### src/rtl/lcd_timing_gen.sv
// Raster timing generator for the RGB LCD panel. Free-running h/v counters
// are decoded into sync/active flags, which travel down a fixed three-stage
// pipeline so that the panel sync, data enable and colour leave together.
// Pixel coordinates are requested one stage early so the renderer's
// registered lookup lines up with the data-enable stage.
module lcd_timing_gen #(
    parameter int H_SYNC  = 41,
    parameter int H_BACK  = 2,
    parameter int H_DISP  = 480,
    parameter int H_FRONT = 2,
    parameter int V_SYNC  = 10,
    parameter int V_BACK  = 2,
    parameter int V_DISP  = 272,
    parameter int V_FRONT = 2
) (
    input  logic        clk,
    input  logic        rst_n,
    input  logic [23:0] pixel_data,
    output logic [10:0] pixel_xpos,
    output logic [10:0] pixel_ypos,
    output logic        data_req,
    output logic        lcd_hs,
    output logic        lcd_vs,
    output logic        lcd_de,
    output logic [23:0] lcd_rgb,
    output logic        lcd_bl,
    output logic        frame_start
);

    localparam int H_TOTAL = H_SYNC + H_BACK + H_DISP + H_FRONT;
    localparam int V_TOTAL = V_SYNC + V_BACK + V_DISP + V_FRONT;

    localparam logic [10:0] H_SYNC_C    = 11'(H_SYNC);
    localparam logic [10:0] H_ACT_BEG_C = 11'(H_SYNC + H_BACK);
    localparam logic [10:0] H_ACT_END_C = 11'(H_SYNC + H_BACK + H_DISP);
    localparam logic [10:0] H_LAST_C    = 11'(H_TOTAL - 1);
    localparam logic [10:0] V_SYNC_C    = 11'(V_SYNC);
    localparam logic [10:0] V_ACT_BEG_C = 11'(V_SYNC + V_BACK);
    localparam logic [10:0] V_ACT_END_C = 11'(V_SYNC + V_BACK + V_DISP);
    localparam logic [10:0] V_LAST_C    = 11'(V_TOTAL - 1);

    // Stage 0: raster position counters
    logic [10:0] h_cnt_r;
    logic [10:0] v_cnt_r;

    // Stage 0 decode
    logic        hs0_s;
    logic        vs0_s;
    logic        act0_s;
    logic        fs0_s;
    logic [10:0] xpos0_s;
    logic [10:0] ypos0_s;

    // Stage 1 and stage 2 delay registers
    logic hs1_r, vs1_r, act1_r, fs1_r;
    logic hs2_r, vs2_r, act2_r, fs2_r;

    // Horizontal counter wraps every line; vertical advances only on that wrap
    always_ff @(posedge clk or negedge rst_n) begin
        if (!rst_n) begin
            h_cnt_r <= 11'd0;
            v_cnt_r <= 11'd0;
        end else if (h_cnt_r == H_LAST_C) begin
            h_cnt_r <= 11'd0;
            if (v_cnt_r == V_LAST_C) begin
                v_cnt_r <= 11'd0;
            end else begin
                v_cnt_r <= v_cnt_r + 11'd1;
            end
        end else begin
            h_cnt_r <= h_cnt_r + 11'd1;
        end
    end

    // Decode the current raster position into sync, active and coordinates
    always_comb begin
        hs0_s   = (h_cnt_r < H_SYNC_C);
        vs0_s   = (v_cnt_r < V_SYNC_C);
        act0_s  = (h_cnt_r >= H_ACT_BEG_C) && (h_cnt_r < H_ACT_END_C) &&
                  (v_cnt_r >= V_ACT_BEG_C) && (v_cnt_r < V_ACT_END_C);
        fs0_s   = (h_cnt_r == 11'd0) && (v_cnt_r == 11'd0);
        xpos0_s = 11'd0;
        ypos0_s = 11'd0;
        if (act0_s) begin
            xpos0_s = h_cnt_r - H_ACT_BEG_C;
            ypos0_s = v_cnt_r - V_ACT_BEG_C;
        end else begin
            xpos0_s = 11'd0;
            ypos0_s = 11'd0;
        end
    end

    // Stage 1: issue the coordinate request and start the flag pipeline
    always_ff @(posedge clk or negedge rst_n) begin
        if (!rst_n) begin
            data_req   <= 1'b0;
            pixel_xpos <= 11'd0;
            pixel_ypos <= 11'd0;
            hs1_r      <= 1'b0;
            vs1_r      <= 1'b0;
            act1_r     <= 1'b0;
            fs1_r      <= 1'b0;
        end else begin
            data_req   <= act0_s;
            pixel_xpos <= xpos0_s;
            pixel_ypos <= ypos0_s;
            hs1_r      <= hs0_s;
            vs1_r      <= vs0_s;
            act1_r     <= act0_s;
            fs1_r      <= fs0_s;
        end
    end

    // Stage 2: hold flags while the renderer performs its lookup
    always_ff @(posedge clk or negedge rst_n) begin
        if (!rst_n) begin
            hs2_r  <= 1'b0;
            vs2_r  <= 1'b0;
            act2_r <= 1'b0;
            fs2_r  <= 1'b0;
        end else begin
            hs2_r  <= hs1_r;
            vs2_r  <= vs1_r;
            act2_r <= act1_r;
            fs2_r  <= fs1_r;
        end
    end

    // Stage 3: panel pins; colour is blanked outside the active window
    always_ff @(posedge clk or negedge rst_n) begin
        if (!rst_n) begin
            lcd_hs      <= 1'b1;
            lcd_vs      <= 1'b1;
            lcd_de      <= 1'b0;
            lcd_rgb     <= 24'h0;
            frame_start <= 1'b0;
        end else begin
            lcd_hs      <= ~hs2_r;
            lcd_vs      <= ~vs2_r;
            lcd_de      <= act2_r;
            lcd_rgb     <= act2_r ? pixel_data : 24'h0;
            frame_start <= fs2_r;
        end
    end

    // Backlight comes on at the first edge after reset release
    always_ff @(posedge clk or negedge rst_n) begin
        if (!rst_n) begin
            lcd_bl <= 1'b0;
        end else begin
            lcd_bl <= 1'b1;
        end
    end

endmodule

### config.mk
export PLATFORM = sky130hd
export DESIGN_NAME = lcd_timing_gen
export DESIGN_NICKNAME = d
export VERILOG_FILES = /design/src/rtl/lcd_timing_gen.sv
export SDC_FILE = /design/constraint.sdc
export NUM_CORES = 1
export LEC_CHECK = 0
export ABC_AREA = 1
export CORE_MARGIN = 3
export CORE_UTILIZATION = 46
export CTS_CLUSTER_DIAMETER = 120
export CTS_CLUSTER_SIZE = 40
export DETAILED_ROUTE_END_ITERATION = 16
export MAX_ROUTING_LAYER = met4
export PLACE_DENSITY = 0.83
export SLEW_MARGIN = 30
export SYNTH_ARGS = -nofsm -noshare
export SYNTH_HDL_FRONTEND = slang
export SYNTH_SLANG_ARGS = --single-unit
### constraint.sdc
create_clock -name clk -period 1.6 [get_ports clk]
set_clock_uncertainty 0.05 [all_clocks]
set_input_delay 0.24 -clock clk [delete_from_list [all_inputs] [get_ports clk]]
set_output_delay 0.24 -clock clk [all_outputs]
set_load 0.005 [all_outputs]
### Word level (Yosys, flattened, before mapping)

Index checks and enable logic that the tools add are counted.

| cells by class | value |
|---|---|
| add/subtract/negate cells | 4 |
| order comparisons | 6 |
| equality and inequality tests | 2 |
| muxes and demuxes | 5 |
| bitwise logic cells | 2 |
| reduce and logical (&&, ||, !) cells | 6 |

Operator list:

| kind | count |
|---|---|
| two-way mux 11 bit | 4 |
| two-way mux 24 bit | 1 |
| adder 11 x 1 -> 11 bit (second input constant) | 2 |
| zero test 11 bit | 2 |
| equality test 11 x 10 -> 1 bit (second input constant) | 1 |
| equality test 11 x 9 -> 1 bit (second input constant) | 1 |
| >= comparator 11 x 4 -> 1 bit (second input constant) | 1 |
| >= comparator 11 x 6 -> 1 bit (second input constant) | 1 |
| less-than comparator 11 x 10 -> 1 bit (second input constant) | 1 |
| less-than comparator 11 x 4 -> 1 bit (second input constant) | 1 |
| less-than comparator 11 x 6 -> 1 bit (second input constant) | 1 |
| less-than comparator 11 x 9 -> 1 bit (second input constant) | 1 |
| subtractor 11 x 4 -> 11 bit (second input constant) | 1 |
| subtractor 11 x 6 -> 11 bit (second input constant) | 1 |
| logical AND 1 bit | 4 |
| NOT 1 bit | 2 |

| storage, ports and cells | value |
|---|---|
| flip-flop bits (word level) | 81 |
| output and inout bits | 52 |
| logic and storage cells | 43 |

### Depth between registers and ports, before layout

| logic depth | value |
|---|---|
| depth in word-level cells | 5 |
| mapped depth | 10 |
| mapped depth without buffers | 9 |

### Least setup slack after synthesis

Ideal clock, no wire load.

| timing | value |
|---|---|
| path type | register to register |
| start | register h_cnt_r[0] |
| end | register pixel_xpos[8] |
| setup time | 0.124 ns |
| arrival | 1.424 ns |
| slack | 0.003 ns |
| stages on the path, launching flop included | 7 |
| cells stage by stage | dfrtp_1 > ha_1 > o21ai_0 > nor2_1 > nor2_1 > xor2_1 > nor2_4 |

| on the way | value |
|---|---|
| longest elaborated chain between the ends | 5 |

RTL lines:

| item | RTL line | RTL |
|---|---|---|
| from (decl) | 43 | `logic [10:0] h_cnt_r;` |
| from (signal assigned) | 71 | `h_cnt_r <= h_cnt_r + 11'd1;` |
| >= comparator 11 x 6 -> 1 bit / less-than comparator 11 x 10 -> 1 bit (equally long branches) | 79 | `act0_s = (h_cnt_r >= H_ACT_BEG_C) && (h_cnt_r < H_ACT_END_C) &&` |
| logical AND 1 bit (2 in series) | 79 |  |
| logical AND 1 bit | 80 | `(v_cnt_r >= V_ACT_BEG_C) && (v_cnt_r < V_ACT_END_C);` |
| two-way mux 11 bit * | 84 | `if (act0_s) begin` |
| named net xpos0_s[8] | 51 | `logic [10:0] xpos0_s;` |
| to (signal assigned) | 105 | `pixel_xpos <= xpos0_s;` |
| to (decl) | 19 | `output logic [10:0] pixel_xpos,` |

The timed path passes the listed nets; every way through them passes the cells marked *.
A chain may end at the register's enable or synchronous reset.

### Worst setup path after layout

| timing | value |
|---|---|
| start | register v_cnt_r[8] |
| end | register pixel_xpos[10] |

| on the way | value |
|---|---|
| longest elaborated chain between the ends | 4 |

RTL lines:

| item | RTL line | RTL |
|---|---|---|
| from (decl) | 44 | `logic [10:0] v_cnt_r;` |
| from (signal assigned) | 68 | `v_cnt_r <= v_cnt_r + 11'd1;` |
| >= comparator 11 x 4 -> 1 bit | 80 |  |
| logical AND 1 bit | 79 |  |
| logical AND 1 bit * | 80 |  |
| two-way mux 11 bit * | 84 |  |
| named net xpos0_s[10] | 51 |  |

Marks and branches as above.

==> impl_metrics.yaml <==
cells_and_area:
  finalNetCount: 565
  seq_area_um2: 2040
  final_util_pct: 67.6
  antenna_cells: 0
  area_growth_syn_to_layout_pct: 40.0
  design_area_um2: 5310
  multi_input_area_um2: 1510
  drive_gt1_share_pct: 27.4
  num-fill-cells: 567
placed_design:
  gp_congestion: 0.992
  place_ws_ps: -50.9
  portBuffers: 77
  dp_hpwl_mm: 6.74
  dpl_cell_area_um2: 4890
setup_path:
  critical_path_class: "reg2reg"
  worstPathRequired_ps: 1790
  slowest_delay_ps: 450
  critical-path-top-delay-family: "simple AND/OR/NAND/NOR gates"
  path_max_fanout: 11
  worstRegToRegCells: 10
  crit_buf_inv: 3
  path_cells: "buf_4 -> nor2_1 -> nand2_1 -> nor2_2 -> nand2_2 -> inv_2 -> nand2_2 -> nand3_4 -> buf_12 -> nor2_1"
  worstSetupEndpointType: "flip-flop"
  cp_data_arrival_time_ps: 1750
  critical_path.startpoint_type: "flip-flop"
  cp_num_cells: 10
  crit_slowest_cell: "dfrtp_2"
clocking:
  cts_buffer_depth: 2
  numClockSinks: 81
  numCtsBuffers: 9
  clk_latency_ps: 360
  cts_tree: "built"
  cts.reportedPaths.clkPinSlew_ps: 90
  cts-root-buf: "clkbuf_8"
  htree_levels: 3
floorplanning:
  initial_core_util_pct: 48.3
  io_pins: 78
  die_w_um: 96.8
  rows: 32
  dieHeight_um: 96.8
  core_area_um2: 7850
  dieArea_um2: 9370
synth:
  syn_nets: 441
  yosysWarnings: 0
  synth_ff_type: "dfrtp_1"
  synth-compound-area-share_pct: 3.20
  synthArstFlopShare_pct: 100
  synthTopCellsByCount: "85 x nand2_1, 79 x dfrtp_1, 57 x inv_1"
  synth.largest_area_cell: "dfrtp_1"
  syn_area_um2: 3790
  synth_area_leaders: "dfrtp_1 52%, nand2_1 8.4%, inv_1 5.6%, xor2_1 4.9%, nor2_1 3.8%"
  synth-simple-area-share_pct: 26.9
  synth_edf_count: 0
  synth.most_common_cell: "nand2_1"
  synth_fa_ha_area_share_pct: 2.31
  yosysUniqueCellTypes: 35
  synthMuxAreaShare_pct: 0
  synth_xor_area_share_pct: 4.85
  ys_seq_elements: 81
  synth_top_area_share_pct: 52.1
  syn_area_per_cell_um2: 9.29
  ys_seq_area_share_pct: 53.5
  synth_top_family_by_area: "simple AND/OR/NAND/NOR gates"
  syn_inst: 408
routing:
  drt_iter0_drc: 167
  wl_per_cell_um: 14.3
  drcViolationCount: 0
  vias_per_cell: 4.84
  routed_wl_mm: 9.16
  first_pass_iters: 4
  postRouteAntennaNets: 0
  vias: 3090
global_route:
  grt-ovfl-total: 0
  grt_usage_pct: 20.4
  grt_pass1_wl_mm: 15.1
  antenna_found_initial: 0
  grt_pass1_vias: 3058
  grt_max_degree: 31
outcome:
  status: "complete, no violations"
timing:
  setup-tns-final_ps: 0
  post-route-period-util_pct: 96.9
  relSlewSlack_pct: 49.8
  slew_viol_final: 0
  rsz0062_at_grt: "yes"
  tightest_slew_ps: 754
  min_period_ps: 1550
  fmax_mhz: 645
  worst_slack_ps: 48.8
  setup-violations-final: 0
  hold_viol: 0
worst_hold_path:
  min_path_type: "in2async"
power_and_ir_drop:
  power-per-cell-area_nw_per_um2: 699
  power_uw: 3710
  peakVddDrop_mv: 0.507
  p_leak_uw: 0.00272
flow_run:
  maxCapViolCount: 0
-- state kept, by name, indices dropped and copies added, names as in the netlist --
name,flops
fs1_r,1
pixel_xpos,11
hs1_r,1
frame_start,1
lcd_bl,1
lcd_de,1
act1_r,1
lcd_hs,1
vs2_r,1
hs2_r,1
act2_r,1
h_cnt_r,11
v_cnt_r,11
lcd_rgb,24
pixel_ypos,11
fs2_r,1
vs1_r,1
lcd_vs,1
-- power by group --
| part | switching, µW | internal, µW |
|---|---|---|
| clock | 807 | 737 |
| combinational | 51.4 | 65.9 |
| sequential | 0.392 | 2050 |
-- final timing paths --
path	from	to	slack [ps]
worst max-delay path	v_cnt_r[8]	pixel_xpos[10]	50
worst min-delay path	rst_n	lcd_rgb[3]	300
worst max register to register	v_cnt_r[8]	pixel_xpos[10]	50
worst min register to register	vs1_r	vs2_r	310
max in group asynchronous	rst_n	lcd_vs	670
min in group clk	vs1_r	vs2_r	310
-- what timing repair did --
action | 4_1_cts | 5_1_grt
hold buffers | 1 | 0
resized for setup | 5 | 43
setup endpoints to repair | 6 | 35
endpoints found under the hold margin | 27 | 0
cloned | 0 | 2
pin swaps | 1 | 8
buffers inserted | 0 | 9
-- layer usage --
metal,track usage [%],routed length [µm]
met1,27.8,4290
met2,31.0,4230
met3,4.90,496
met4,5.08,136
met5,-,0
-- cell usage in the layout, fill, tap and decap left out, types with 3 or more instances in the layout --
master,n
dfrtp_1,69
nor2_1,31
nand4_1,5
nand2_2,8
nand3b_1,3
nor2_4,12
buf_4,38
dfrtp_2,10
inv_1,54
o21ai_2,6
xor2_1,21
buf_12,3
nand3_1,22
nor3_1,5
clkbuf_8,9
nor2_2,18
clkdlybuf4s50_1,74
o21ai_0,9
nand2_1,83
ha_1,4
nand3_2,4
inv_2,11
-- cell families after synthesis --
family,after synthesis
AO/OA/AOI/OAI,20
XOR/XNOR,21
adder cells (fa/ha/maj),7
buffers and inverters,77
flip-flops,81
other,1
AND/OR/NAND/NOR,201
-- per-stage QoR --
stage	hold slack [ps]	std cells
2_1_floorplan	-106	408
3_3_place_gp	137	611
3_5_place_dp	138	611
4_1_cts	291	628
5_1_grt	317	639
6_report	305	639
-- cell type report --
type	count	share of cell area [%]
Clock inverter	7	1.49
Clock buffer	9	2.33
Inverter	67	4.88
Timing Repair inverter	2	0.212
Tap cell	102	2.40
Timing Repair Buffer	121	21.7
Sequential cell	81	38.5
Multi-Input combinational cell	250	28.5
No activity file was read; power rests on OpenSTA's default activity.
